==> src/rtl/nibble_mayor_driver_if.sv <==
// Comparator bus between the nibble-max sweep driver and the comparator under test.
//   nd_a, nd_b : operand pair presented to the comparator (nm2_a / nm2_b)
//   nd_valid   : high while nd_a/nd_b carry a pair of the current sweep
//   nd_mayor   : comparator result (nm2_mayor), returned after the comparator latency
// master = driver side, slave = comparator side.
interface nibble_mayor_driver_if;
  logic [3:0] nd_a;
  logic [3:0] nd_b;
  logic       nd_valid;
  logic [3:0] nd_mayor;

  modport master (output nd_a, output nd_b, output nd_valid, input nd_mayor);
  modport slave  (input nd_a, input nd_b, input nd_valid, output nd_mayor);
endinterface

==> src/rtl/nibble_mayor_driver.sv <==
// Built-in stimulus engine and checker for the 2-input nibble-max comparator.
// On start it presents all 256 (a, b) pairs (a-major, b-minor), one per clock,
// compares each returned result against max(a, b) LATENCY+1 edges after the
// pair went out, and reports a mismatch count, a pass flag and the first
// failing pair.
//
// Ports:
//   clk          rising-edge clock
//   reset_L      asynchronous active-low reset
//   start        begins a sweep (honoured only in IDLE and DONE)
//   nd           comparator bus (master side): nd_a, nd_b, nd_valid out, nd_mayor in
//   busy         high while sweeping or draining
//   done         level, high once the last pair has been checked
//   pass         done with zero mismatches
//   err_count    mismatches in the current sweep (saturating)
//   first_err_a  a of the first mismatching pair
//   first_err_b  b of the first mismatching pair
//   first_err_v  first_err_a/b hold a captured pair
module nibble_mayor_driver #(
  parameter int LATENCY = 1,
  parameter int ERR_W   = 9
) (
  input  logic                     clk,
  input  logic                     reset_L,
  input  logic                     start,
  nibble_mayor_driver_if.master    nd,
  output logic                     busy,
  output logic                     done,
  output logic                     pass,
  output logic [ERR_W-1:0]         err_count,
  output logic [3:0]               first_err_a,
  output logic [3:0]               first_err_b,
  output logic                     first_err_v
);

  typedef enum logic [1:0] {IDLE, RUN, DRAIN, DONE} state_t;

  state_t state_q, state_d;

  // {a, b} of the pair currently presented; doubles as the sweep index k.
  logic [7:0] pair_q;
  logic       nd_valid_q;
  logic       sweep_start;

  // Entry leaving the expected-value pipeline on this edge.
  logic       chk_vld;
  logic [3:0] chk_exp;
  logic [7:0] chk_pair;
  logic       mismatch;
  logic       chk_last;

  function automatic logic [3:0] max4(input logic [3:0] x, input logic [3:0] y);
    return (x >= y) ? x : y;
  endfunction

  function automatic logic [ERR_W-1:0] sat_inc(input logic [ERR_W-1:0] cnt);
    if (&cnt) return cnt;
    return cnt + {{(ERR_W-1){1'b0}}, 1'b1};
  endfunction

  // Stage 0: the pair on the bus right now. A registered comparator of depth
  // LATENCY returns pair k's result just before edge k+LATENCY+1, so the
  // expected value is delayed LATENCY more edges before it meets nd_mayor.
  generate
    if (LATENCY == 0) begin : g_comb
      assign chk_vld  = nd_valid_q;
      assign chk_exp  = max4(pair_q[7:4], pair_q[3:0]);
      assign chk_pair = pair_q;
    end else begin : g_pipe
      logic       vld_p  [LATENCY];
      logic [3:0] exp_p  [LATENCY];
      logic [7:0] pair_p [LATENCY];

      always_ff @(posedge clk or negedge reset_L) begin
        if (!reset_L) begin
          for (int i = 0; i < LATENCY; i++) begin
            vld_p[i]  <= 1'b0;
            exp_p[i]  <= 4'd0;
            pair_p[i] <= 8'd0;
          end
        end else begin
          vld_p[0]  <= nd_valid_q;
          exp_p[0]  <= max4(pair_q[7:4], pair_q[3:0]);
          pair_p[0] <= pair_q;
          for (int i = 1; i < LATENCY; i++) begin
            vld_p[i]  <= vld_p[i-1];
            exp_p[i]  <= exp_p[i-1];
            pair_p[i] <= pair_p[i-1];
          end
        end
      end

      assign chk_vld  = vld_p[LATENCY-1];
      assign chk_exp  = exp_p[LATENCY-1];
      assign chk_pair = pair_p[LATENCY-1];
    end
  endgenerate

  // nd_mayor is only looked at while a sweep entry is due, so X elsewhere is harmless.
  assign mismatch = chk_vld && (nd.nd_mayor != chk_exp);
  assign chk_last = chk_vld && (chk_pair == 8'hFF);

  // State register
  always_ff @(posedge clk or negedge reset_L) begin
    if (!reset_L) state_q <= IDLE;
    else          state_q <= state_d;
  end

  // Next state
  always_comb begin
    state_d     = state_q;
    sweep_start = 1'b0;
    unique case (state_q)
      IDLE, DONE: begin
        if (start) begin
          sweep_start = 1'b1;
          state_d     = RUN;
        end
      end
      RUN: begin
        // With LATENCY=0 the last pair is checked on the same edge it retires.
        if (pair_q == 8'hFF) state_d = chk_last ? DONE : DRAIN;
      end
      DRAIN: begin
        if (chk_last) state_d = DONE;
      end
      default: state_d = IDLE;
    endcase
  end

  // Pair generator and result accumulation
  always_ff @(posedge clk or negedge reset_L) begin
    if (!reset_L) begin
      pair_q      <= 8'd0;
      nd_valid_q  <= 1'b0;
      err_count   <= '0;
      first_err_a <= 4'd0;
      first_err_b <= 4'd0;
      first_err_v <= 1'b0;
    end else if (sweep_start) begin
      pair_q      <= 8'd0;
      nd_valid_q  <= 1'b1;
      err_count   <= '0;
      first_err_a <= 4'd0;
      first_err_b <= 4'd0;
      first_err_v <= 1'b0;
    end else begin
      if (state_q == RUN) begin
        // Hold (15,15) on the bus after the last pair; only valid drops.
        if (pair_q == 8'hFF) nd_valid_q <= 1'b0;
        else                 pair_q     <= pair_q + 8'd1;
      end
      if (mismatch) begin
        err_count <= sat_inc(err_count);
        if (!first_err_v) begin
          first_err_a <= chk_pair[7:4];
          first_err_b <= chk_pair[3:0];
          first_err_v <= 1'b1;
        end
      end
    end
  end

  assign nd.nd_a     = pair_q[7:4];
  assign nd.nd_b     = pair_q[3:0];
  assign nd.nd_valid = nd_valid_q;

  assign busy = (state_q == RUN) || (state_q == DRAIN);
  assign done = (state_q == DONE);
  assign pass = done && (err_count == '0);

endmodule

==> src/flat_wrapper.sv <==
// flat-port wrapper written by rule: the top's interface ports become plain ports
module nibble_mayor_driver_flat 
#(
  parameter int LATENCY = 1,
  parameter int ERR_W   = 9
)
  (clk, reset_L, start, busy, done, pass, err_count, first_err_a, first_err_b, first_err_v, nd_nd_a, nd_nd_b, nd_nd_valid, nd_nd_mayor);
  nibble_mayor_driver_if nd_i ();
  input  logic clk;
  input  logic reset_L;
  input  logic start;
  output logic busy;
  output logic done;
  output logic pass;
  output logic [ERR_W-1:0] err_count;
  output logic [3:0] first_err_a;
  output logic [3:0] first_err_b;
  output logic first_err_v;
  output wire logic [$bits(nd_i.nd_a)-1:0] nd_nd_a;
  output wire logic [$bits(nd_i.nd_b)-1:0] nd_nd_b;
  output wire logic [$bits(nd_i.nd_valid)-1:0] nd_nd_valid;
  input wire logic [$bits(nd_i.nd_mayor)-1:0] nd_nd_mayor;
  assign nd_nd_a = nd_i.nd_a;
  assign nd_nd_b = nd_i.nd_b;
  assign nd_nd_valid = nd_i.nd_valid;
  assign nd_i.nd_mayor = nd_nd_mayor;
  nibble_mayor_driver #(.LATENCY(LATENCY), .ERR_W(ERR_W)) u_core (.clk(clk), .reset_L(reset_L), .start(start), .nd(nd_i), .busy(busy), .done(done), .pass(pass), .err_count(err_count), .first_err_a(first_err_a), .first_err_b(first_err_b), .first_err_v(first_err_v));
endmodule
==> config.mk <==
export PLATFORM = sky130hd
export DESIGN_NAME = nibble_mayor_driver_flat
export DESIGN_NICKNAME = d
export VERILOG_FILES = /design/src/rtl/nibble_mayor_driver_if.sv /design/src/rtl/nibble_mayor_driver.sv /design/src/flat_wrapper.sv
export SDC_FILE = /design/constraint.sdc
export NUM_CORES = 1
export LEC_CHECK = 0
export BUFFER_PORTS_ARGS = -buffer_cell sky130_fd_sc_hd__buf_2
export CAP_MARGIN = 20
export CORE_ASPECT_RATIO = 0.7
export CORE_UTILIZATION = 55
export DETAILED_ROUTE_END_ITERATION = 8
export GPL_TIMING_DRIVEN = 0
export PLACE_DENSITY = 0.78
export SYNTH_ARGS = -nofsm -noshare
export SYNTH_HDL_FRONTEND = slang
export SYNTH_SLANG_ARGS = --single-unit
==> constraint.sdc <==
create_clock -name clk -period 5.3 [get_ports clk]
set_clock_uncertainty 0.1 [all_clocks]
set_input_delay 0 -clock clk [delete_from_list [all_inputs] [get_ports clk]]
set_output_delay 0 -clock clk [all_outputs]
set_load 0.01 [all_outputs]
### After elaboration in Yosys (flattened, before gate mapping)

Cells that the tools add are included.

* bits in registers: 42
* logic and storage cells: 69
* input bits: 7
* output and inout bits: 30

* equality and inequality tests: 12
* reduce and logical (&&, ||, !) cells: 16
* $lt $le $gt $ge: 1
* add/sub/neg operators: 2
* mux-type cells: 28

Operator list (number)
* 4-bit 2-to-1 mux: 7
* 9-bit 2-to-1 mux: 3
* 8-bit 2-to-1 mux: 3
* 8-bit equality test (second input constant): 2
* 1-bit 2-to-1 mux: 11
* 9-bit by 1-bit adder with 9-bit output (second input constant): 1
* 9-bit zero test: 1
* 9-bit AND reduction: 1
* 8-bit by 1-bit adder with 8-bit output (second input constant): 1
* 2-bit AND reduction: 4
* 2-bit 2-to-1 mux: 3
* 2-bit by 1-bit != test with 1-bit output (second input constant): 3
* 2-bit one-hot mux with 3 select lines: 1
* 2-bit nonzero test: 3
* 2-bit equality test (second input constant): 2
* 4-bit greater-or-equal comparator: 1
* 2-bit != test (second input constant): 2
* 4-bit != test: 1
* 1-bit logical AND: 3
* 3-bit by 2-bit != test with 1-bit output (second input constant): 1
* 3-bit AND reduction: 1
* 2-bit by 1-bit equality test with 1-bit output (second input constant): 1
* 2-bit zero test: 1
* 2-bit OR reduction: 1
* 1-bit logical OR: 1

### Logic depth before layout (Yosys ltp)

* depth after elaboration: 7
* gate-level depth with buffers: 7
* mapped depth without buffers: 7

### Least setup slack after synthesis

No wires, ideal clock.

* path kind: register -> register
* from: reg u_core.err_count[2]
* to: reg u_core.err_count[2]
* setup slack: 3208 ps
* required time: 5123 ps
* arrival: 1914 ps
* setup time: 77 ps
* buffers on the path: 0
* clock period less this slack: 2092 ps
* cell stages (with the launch flop): 8
* cells stage by stage: dfrtp_1 > and4_1 > and4_1 > ha_1 > and2b_2 > nand2_1 > or3_2 > a21oi_1

* longest elaborated chain between the ends: 6
* elaborated cells on any way between the ends: 10
* classes of those cells: add/sub (1); eq/ne (1); mux (6); reduce/logical (2)

Ends and longest elaborated chain
* from (decl): RTL line nibble_mayor_driver.sv:30 `output logic [ERR_W-1:0] err_count,`
* from (signal assigned): RTL line nibble_mayor_driver.sv:154 `err_count <= sat_inc(err_count);`
* branches (longest 6 deep; another with 9-bit by 1-bit adder with 9-bit output)

Several ways; the timed one is not identified. The select of a mux whose other input is x is not followed.
A chain may end at the register's enable or synchronous reset.

### Worst setup path in the final report

Ends and elaborated chain as after synthesis.

==> metrics <==
LEAKAGE 1.183 nW; slowest stage delay, CP 0.47 ns; first-pass GRT wire length 7.452 mm; clock sinks 42; post-placement cell count 289; CTS Buffer Depth 2; Max Fclk 437.8 MHz; CTS tree built; die area 4157 µm²; Crit Path Category reg -> reg; Layout Utilization 69.32%; antenna cell count 0; initial antenna violation count 0; critical-path maximum fanout 9; crit-path cells and4_1 > and4_1 > ha_1 > and2b_2 > nand2_1 > or3_2 > a21oi_1; dominant synthesized flop cell dfrtp_1; final hold vios 0; crit path time final 2.284 ns; TritonCTS Buffers 5; largest net degree at the start of global routing 43; Tcrit/Tclk final 43.10%; Hold Path Class reg -> reg; final WL 4.511 mm; Post-CTS Setup Inserts 0; clk_lat worst skew 0.29 ns; Area growth syn-to-layout 17.21%; 1st-pass router iterations 4; status finished clean; Unique masters post-synth 45; Worst VDD drop 0.2522 mV; Tot GR Track Use 24.22%; Synth Cell Area 2145 µm²; CP arrival 2.41 ns; row count 18; clock slew at reported path FFs 0.08 ns; Post-Synthesis Cells 203; grt ovf 0; Req. time, crit path 5.43 ns; post-cts sizing count 0; drt drc 0; CTS Hold Bufs 2; share of layout cells above drive strength 1 23.69%; post-synth top area cell dfrtp_1; RSZ-0062 raised after global routing false; Setup TNS 0 ns; Multi-input gate area 1011 µm²; Synth Warn # 0; fin area 2514 µm²; port bufs 36; H-tree depth 2; Syn Nets 221; DP Worst Slack 3.037 ns; post-route insts no fill 299; max-slew violations 0; DR vias 1,703; Core Region 3626 µm²; Layout fillers 283; Starting Density 59.14%; Vias/cell 5.696; vias in the first global route 1,518; Worst Setup End Kind flip-flop; final setup margin 3.016 ns; hold slack 0.3122 ns; Yosys top cell area share 49.01%; Final Wtd Congestion 0.9169; routed len/inst 15.09 µm; post-synthesis register bit count 42; Root Driver clkbuf_8; Slew headroom 38.06%; # setup viols final 0; top post-synthesis cells by area dfrtp_1, ha_1, nand3_1; Cell Area, Placed 2387 µm²; fraction of registers with async set/reset 100.0%; antenna viol nets, final 0; pin slew with the least headroom to its limit 0.9291 ns; sequential fraction of the synthesis area 49.01%; Mean Syn Cell Area 10.56 µm²; initial drt markers 152; Post-synth EDFFs 0; sequential standard cell area 1051 µm²; DP HPWL 3.216 mm; Top Ports 37; Tot Pwr 1.098 mW; CP most frequent cell and4_1; Max stage delay cell, worst path dfrtp_1; die height 54.25 µm; power per cell area 436.8 nW/µm²; die width 76.64 µm; Max-Cap Viols 0; critical path startpoint category flip-flop; fin nets 266
## registers in the layout, summed over array words and instances, names as in the netlist
signal,count
u_core.chk_exp,4
u_core.chk_pair,8
u_core.nd.nd_valid,1
u_core.first_err_b,4
u_core.chk_vld,1
u_core.first_err_a,4
u_core.err_count,9
u_core.state_q,2
u_core.pair_q,8
u_core.first_err_v,1
## worst max-delay path, delay by kind of cell (launching register included)
kind | cells | cell delay [ns]
flip-flops | 1 | 0.47
AND/OR/NAND/NOR | 5 | 1.31
AO/OA/AOI/OAI | 1 | 0.14
adder cells (fa/ha/maj) | 1 | 0.20
## final timing paths
check | startpoint | endpoint | slack, ns | cells after the start
min in group asynchronous | reset_L | u_core.pair_q[2] | 0.32 | 2
worst min-delay path | u_core.nd.nd_valid | u_core.chk_vld | 0.31 | 0
max in group asynchronous | reset_L | u_core.state_q[0] | 4.20 | 2
worst max register to register | u_core.err_count[2] | u_core.err_count[2] | 3.02 | 7
worst max-delay path | u_core.err_count[2] | u_core.err_count[2] | 3.02 | 7
worst min register to register | u_core.nd.nd_valid | u_core.chk_vld | 0.31 | 0
## final cells by class
class / instances / share of cell area (%)
clock inverters: 1 / 1.195
well taps: 50 / 2.489
multi-input cells: 146 / 40.22
repair buffers: 38 / 7.964
clock buffers: 7 / 3.036
plain buffers: 6 / 1.941
flip-flops and latches: 42 / 41.81
inverters: 9 / 1.344
## placed cells by master, fill, tap and decap left out, types with 3 or more instances in the layout
cell type  instances
buf_2             37
nand4_1            6
or3_1              4
or4_1              5
a21oi_1           12
xnor2_1            4
nor3_1             3
dfrtp_1           42
clkbuf_1           4
o31ai_1            4
clkbuf_8           6
inv_1              9
ha_1              11
o211ai_1           3
and4_1             3
xor2_2             4
mux2_2             4
o21ai_0           13
nand3_1           16
nand2_1           20
nor2_1             9
## cell families (layout without fill, tap and decap cells)
family          Yosys count  count (layout)  share of synthesized area (%)
simple gates             80              80                          20.54
flops                    42              42                          49.01
fa+ha+maj                11              11                          6.418
buf+inv                  15              61                          3.850
mux                       5               5                          2.567
compound gates           41              41                          12.54
xor+xnor                  9               9                          5.076
## cell usage after synthesis (all sizes together) (4+ instances only)
library cell,instances
nand2,20
dfrtp,42
o31ai,4
nand3,16
ha,11
o21ai,13
or3,5
xnor2,4
inv,9
nand4,6
or4,6
mux2,4
a21oi,12
xor2,5
nor2,9
## power by group
part           internal, mW  switching (mW)  total [mW]  leakage [nW]
clock                 0.141           0.109       0.250        0.0524
sequential            0.373          0.0650       0.438         0.559
combinational         0.168           0.242       0.410         0.572
## metal layers
metal | wire [µm] | up-vias | GRT usage [%]
li1 | - | 837 | -
met1 | 2334 | 807 | 35.40
met2 | 1863 | 50 | 35.14
met3 | 250 | 9 | 5.333
met4 | 63 | 0 | 10.58
met5 | 0 | - | 0
Power figures use the tool's default switching activity.
